==> config.mk <==
export PLATFORM = sky130hd
export DESIGN_NAME = led_pwm_fader
export DESIGN_NICKNAME = d
export VERILOG_FILES = /design/src/rtl/led_pwm_fader.sv
export SDC_FILE = /design/constraint.sdc
export NUM_CORES = 1
export LEC_CHECK = 0
export CAP_MARGIN = 20
export CELL_PAD_IN_SITES_DETAIL_PLACEMENT = 1
export CELL_PAD_IN_SITES_GLOBAL_PLACEMENT = 1
export CORE_MARGIN = 2
export CORE_UTILIZATION = 30
export CTS_CLUSTER_DIAMETER = 40
export DETAILED_ROUTE_END_ITERATION = 16
export GPL_ROUTABILITY_DRIVEN = 0
export GPL_TIMING_DRIVEN = 0
export PLACE_DENSITY = 0.64
export SYNTH_ARGS = -nofsm -noshare
export SYNTH_HDL_FRONTEND = slang
export SYNTH_SLANG_ARGS = --single-unit
==> constraint.sdc <==
create_clock -name clk -period 5.4 [get_ports clk]
set_input_delay 1.08 -clock clk [delete_from_list [all_inputs] [get_ports clk]]
set_output_delay 1.08 -clock clk [all_outputs]
set_load 0.01 [all_outputs]
==> src/rtl/led_pwm_fader.sv <==
// led_pwm_fader
//   Fades an LED between off and full brightness when the on/off request
//   changes. A free-running step divider paces the ramp one duty level per
//   tick, and a free-running PWM counter turns the duty level into a
//   registered PWM drive.
//
//   Build option: define LED_FADE_GAMMA_EN to drive the PWM compare from a
//   squared (gamma-corrected) duty value. This adds one register stage, so
//   pwm_out lags duty by 2 cycles instead of 1. Duty, state and busy behave
//   the same in both builds.
//
//   Parameters
//     PWM_BITS  width of duty and of the PWM counter (2..12)
//     STEP_DIV  clk cycles per duty step (1..65535)
//
//   Ports
//     clk      in   clock, all state changes on the rising edge
//     reset    in   synchronous, active-high
//     ledpin   in   on/off request (registered upstream, same clock)
//     pwm_out  out  registered PWM drive
//     duty     out  current brightness level, 0..2^PWM_BITS-1
//     state    out  FSM state, encoded as below
//     busy     out  high while ramping (UP or DOWN)
//
//   state | meaning
//   ------+-------------------------------------------------
//   OFF=0 | dark, duty held at 0
//   UP=1  | ramping up one level per tick
//   ON=2  | full brightness, duty held at MAX
//   DOWN=3| ramping down one level per tick
module led_pwm_fader #(
  parameter int PWM_BITS = 8,
  parameter int STEP_DIV = 4096
) (
  input  logic                clk,
  input  logic                reset,
  input  logic                ledpin,
  output logic                pwm_out,
  output logic [PWM_BITS-1:0] duty,
  output logic [1:0]          state,
  output logic                busy
);

  localparam int DIV_W = (STEP_DIV > 1) ? $clog2(STEP_DIV) : 1;

  localparam logic [DIV_W-1:0]    DIV_LAST = DIV_W'(STEP_DIV - 1);
  localparam logic [DIV_W-1:0]    DIV_ONE  = DIV_W'(1);
  localparam logic [PWM_BITS-1:0] MAX      = {PWM_BITS{1'b1}};
  localparam logic [PWM_BITS-1:0] MAX_M1   = {{(PWM_BITS-1){1'b1}}, 1'b0};
  localparam logic [PWM_BITS-1:0] ONE      = PWM_BITS'(1);

  typedef enum logic [1:0] {
    ST_OFF  = 2'd0,
    ST_UP   = 2'd1,
    ST_ON   = 2'd2,
    ST_DOWN = 2'd3
  } state_t;

  state_t              cur_st, nxt_st;
  logic [PWM_BITS-1:0] duty_q, nxt_duty;
  logic [DIV_W-1:0]    div_cnt;
  logic [PWM_BITS-1:0] pwm_cnt;
  logic [PWM_BITS-1:0] cmp;
  logic                tick;

  assign tick = (div_cnt == DIV_LAST);

  // Step divider and PWM counter run regardless of FSM state.
  always_ff @(posedge clk) begin
    if (reset) begin
      div_cnt <= '0;
      pwm_cnt <= '0;
    end else begin
      div_cnt <= tick ? '0 : div_cnt + DIV_ONE;
      pwm_cnt <= pwm_cnt + ONE;
    end
  end

  always_ff @(posedge clk) begin
    if (reset) begin
      cur_st <= ST_OFF;
      duty_q <= '0;
    end else begin
      cur_st <= nxt_st;
      duty_q <= nxt_duty;
    end
  end

  // A direction reversal wins over a coincident tick, so duty never jumps
  // when the request flips mid-ramp. The duty==MAX / duty==0 guards in the
  // ramp states cover reversals that land at an end stop, keeping duty
  // from wrapping.
  always_comb begin
    nxt_st   = cur_st;
    nxt_duty = duty_q;
    unique case (cur_st)
      ST_OFF: begin
        nxt_duty = '0;
        if (ledpin) nxt_st = ST_UP;
      end
      ST_UP: begin
        if (!ledpin) begin
          nxt_st = ST_DOWN;
        end else if (tick) begin
          if (duty_q == MAX) begin
            nxt_st = ST_ON;
          end else begin
            nxt_duty = duty_q + ONE;
            if (duty_q == MAX_M1) nxt_st = ST_ON;
          end
        end
      end
      ST_ON: begin
        nxt_duty = MAX;
        if (!ledpin) nxt_st = ST_DOWN;
      end
      ST_DOWN: begin
        if (ledpin) begin
          nxt_st = ST_UP;
        end else if (tick) begin
          if (duty_q == '0) begin
            nxt_st = ST_OFF;
          end else begin
            nxt_duty = duty_q - ONE;
            if (duty_q == ONE) nxt_st = ST_OFF;
          end
        end
      end
      default: begin
        nxt_st   = ST_OFF;
        nxt_duty = '0;
      end
    endcase
  end

`ifdef LED_FADE_GAMMA_EN
  // Square at full width, keep the upper half: cmp = duty^2 / 2^PWM_BITS.
  logic [2*PWM_BITS-1:0] duty_sq;
  logic [PWM_BITS-1:0]   cmp_q;

  assign duty_sq = {{PWM_BITS{1'b0}}, duty_q} * {{PWM_BITS{1'b0}}, duty_q};

  always_ff @(posedge clk) begin
    if (reset) cmp_q <= '0;
    else       cmp_q <= duty_sq[2*PWM_BITS-1:PWM_BITS];
  end

  assign cmp = cmp_q;
`else
  assign cmp = duty_q;
`endif

  always_ff @(posedge clk) begin
    if (reset) pwm_out <= 1'b0;
    else       pwm_out <= (pwm_cnt < cmp);
  end

  assign duty  = duty_q;
  assign state = cur_st;
  assign busy  = (cur_st == ST_UP) || (cur_st == ST_DOWN);

endmodule

==> results.md <==
* Fin crit share at 59.64%
* Vias in the first global route at 1750
* # DRC at 0
* Layout Skew at 0.002997 ns
* Chip Height at 84.79 um
* Worst path bufs/invs at 3
* Diodes inserted at 0
* Slowest Stage Delay on Critical Path at 0.54 ns
* Core Region at 0.006314 mm^2
* CP Data Arrival Time at roughly 2.1 ns
* Initial antenna violation count at 0
* Top cell type's share of synthesized area at 31.69%
* Area of the mapped netlist at 0.001958 mm^2
* Fmax at 0.3105 GHz
* Final hold vios at 0
* Fin cells at 327
* Drt wl/cell at ~15 um
* TritonRoute pass-1 iters at 4
* Hold Crit Endpoint: pwm_cnt[0]
* RR Endpoint: state[0]
* Synth Register Bits at 31
* Reg2Reg Depth at 8
* CTS Buffer Depth at 2
* Area leader, netlist: dfxtp_1
* Routed Antenna Nets at 0
* Hold-fix buffers, CTS at 0
* Worst relative slew slack at 63.17%
* Sink Count at 31
* Design area at 0.002298 mm^2
* Req. time, crit path at approximately 4.3 ns
* Wire length on met2 at around 2.3 mm
* Combinational Power Share at 44.1%
* Residual overflow from global routing at 0
* Slew Limit Fails at 0
* Mapped Nets at 249
* Worst skew pair latency at around 0.28 ns
* Root Driver: clkbuf_8
* Internal Pwr Total at between 0.5 and 0.6 mW
* Nets@finish at 270
* Highest Signal Layer: met4
* First-pass GRT wire length at around 8.4 mm
* Multi-input logic area at around 0.0012 mm^2
* Ys Warns at 0
* Leak at between 0.8 and 0.9 nW
* R2R setup slack at 3.15 ns
* Die area at 0.007189 mm^2
* Register area share after synthesis at 31.69%
* Worst Setup End Kind: primary output
* Hold Crit Start: pwm_cnt[0]
* Number of buffers created by CTS at 5
* Initial drt markers at 40
* Clock-pin slew on the worst setup and hold paths at about 0.07 ns
* Starting Density at 31.01%
* Htree depth at 2
* Register share of total power at 32.5%
* CP max FO at 8
* Cts repair resizes at 0
* Detailed Route WL at 4.755 mm
* Cell area power density at 383.1 mW/mm^2
* Wire length on met3 at between 100 and 150 um
* Top delay family on crit path: buffers and inverters
* Post-CTS Setup Bufs at 0
* Setup TNS at 0 ns
* HP Class: flip-flop to flip-flop
* Critical path class: flip-flop to primary output
* Detailed placement HPWL at 3.601 mm
* Primary FF master, synth: dfxtp_1
* EDFF count, synth at 0
* Mean post-synth cell area at 8.588 um^2
* VDD IR-drop max at roughly 0.21 mV
* Ports at 15
* Cell variety after synth at 51
* Finish-stage setup viols at 0
* Worst-path cell with the longest stage delay: clkdlybuf4s50_1
* Synth-to-layout area growth at 17.38%
* Reg2reg start: state[0]
* Max-cap check violation count at 0
* Post-synthesis instance total at roughly 230
* Hold Path Stages at 1
* Crit path time final at 3.221 ns
* Clock Power Share at 23.4%
* Total GRT Usage at 14.57%
* Switching pwr at 0.3421 mW
* Worst Tran Pin Value at 0.5525 ns
* RSZ-0062 raised after global routing: no
* Post-Place Cell Area at ~0.0022 mm^2
* Die W at 84.79 um
* Filler cells at 778
* FP Rows at 29
* Status: finished, final reports clean
* Layout cells sized above 1 at 9.600%
* M1 WL at between 2 and 2.5 mm
* Startpoint types: flip-flop
* Crit path cell chain: ha_1 -> clkbuf_1 -> inv_1 -> nand2_1 -> clkdlybuf4s50_1
* Sequential Area at 620.6 um^2
* Largest net degree at the start of global routing at 12
* Buffers on Ports at 14
* Switching Fraction at 38.85%
* Asr flop ratio synth at 0%
* Vias/cell at around 5.2
* Detailed-route via count at 1702
* Ranking of synthesized cells by area: dfxtp_1 32%, ha_1 12%, nor2_1 5.4%
* CTS tree: yes
* Placed cells at 319
==> worst max path at each step <==
stage | startpoint | to | slack [ns] | cells past startpoint
6_report | state[0] | busy | 2.18 | 5
5_1_grt | state[0] | busy | 2.03 | 5
4_1_cts | state[0] | busy | 2.14 | 5
3_5_place_dp | state[0] | busy | 2.46 | 5
3_3_place_gp | state[0] | busy | 2.44 | 5
2_1_floorplan | state[0] | busy | 3.25 | 4
==> power by group through the flow <==
stage	clock [mW]	combinational, mW	sequential [mW]
final	0.206	0.388	0.287
after CTS	0.216	0.392	0.288
after floorplan	0	0.255	0.293
after detailed placement	0	0.387	0.293
after global routing	0.226	0.435	0.293
after global placement	0	0.384	0.292
==> sequential cells by signal, indices dropped and copies added (netlist names) <==
| name | count |
|---|---|
| state | 2 |
| pwm_cnt | 8 |
| duty | 8 |
| pwm_out | 1 |
| div_cnt | 12 |
==> kinds of logic after synthesis <==
kind of cell | Yosys count | share of synthesized area, %
mux | 1 | 0.5112
compound gates | 48 | 18.08
buf+inv | 27 | 6.134
xor+xnor | 19 | 8.498
fa+ha+maj | 18 | 11.50
simple gates | 84 | 23.58
flops | 31 | 31.69
==> cells in the mapped netlist, types with 6 or more instances <==
master and number:
dfxtp_1 31, nor2_1 28, ha_1 18, inv_1 16
nand3_1 13, xnor2_1 11, o21ai_0 8, xor2_1 8
a21oi_1 7, nand2_1 7, and3_1 6, clkbuf_1 6
==> per-stage QoR <==
step           hold WS, ns  utilization (%)  worst slack, ns  power [mW]
2_1_floorplan       0.4208                -            3.249      0.5480
4_1_cts             0.4669            36.41            2.136      0.8958
3_3_place_gp        0.4411            34.76            2.444      0.6760
6_report            0.4588            36.41            2.180      0.8805
5_1_grt             0.4940            36.41            2.029      0.9537
3_5_place_dp        0.4483            34.76            2.464      0.6803
==> layout make-up <==
type	count	share of cell area [%]
timing repair buffer	14	6.097
clock buffer	7	4.192
inverter	16	2.613
buffer	11	2.613
sequential	31	27.00
tap	77	4.192
clock inverter	1	0.3266
multi-input combinational	170	52.97
==> routing by layer <==
layer / track usage [%] / vias to the layer above
met5: 0 / -
met4: 4.762 / 0
met3: 2.655 / 2
met2: 24.19 / 17
met1: 19.10 / 823
li1: - / 860
==> placed cells by master (no fill, tap or decap), drive strengths merged, types with 6 or more instances in the layout <==
cell type and n:
dfxtp 31, nor2 28, ha 18, inv 16, clkdlybuf4s50 14, nand3 13, clkbuf 13, xnor2 11
o21ai 9, xor2 8, nand2 7, a21oi 7, and3 6, nor3 6
No activity file was read; power rests on OpenSTA's default activity.
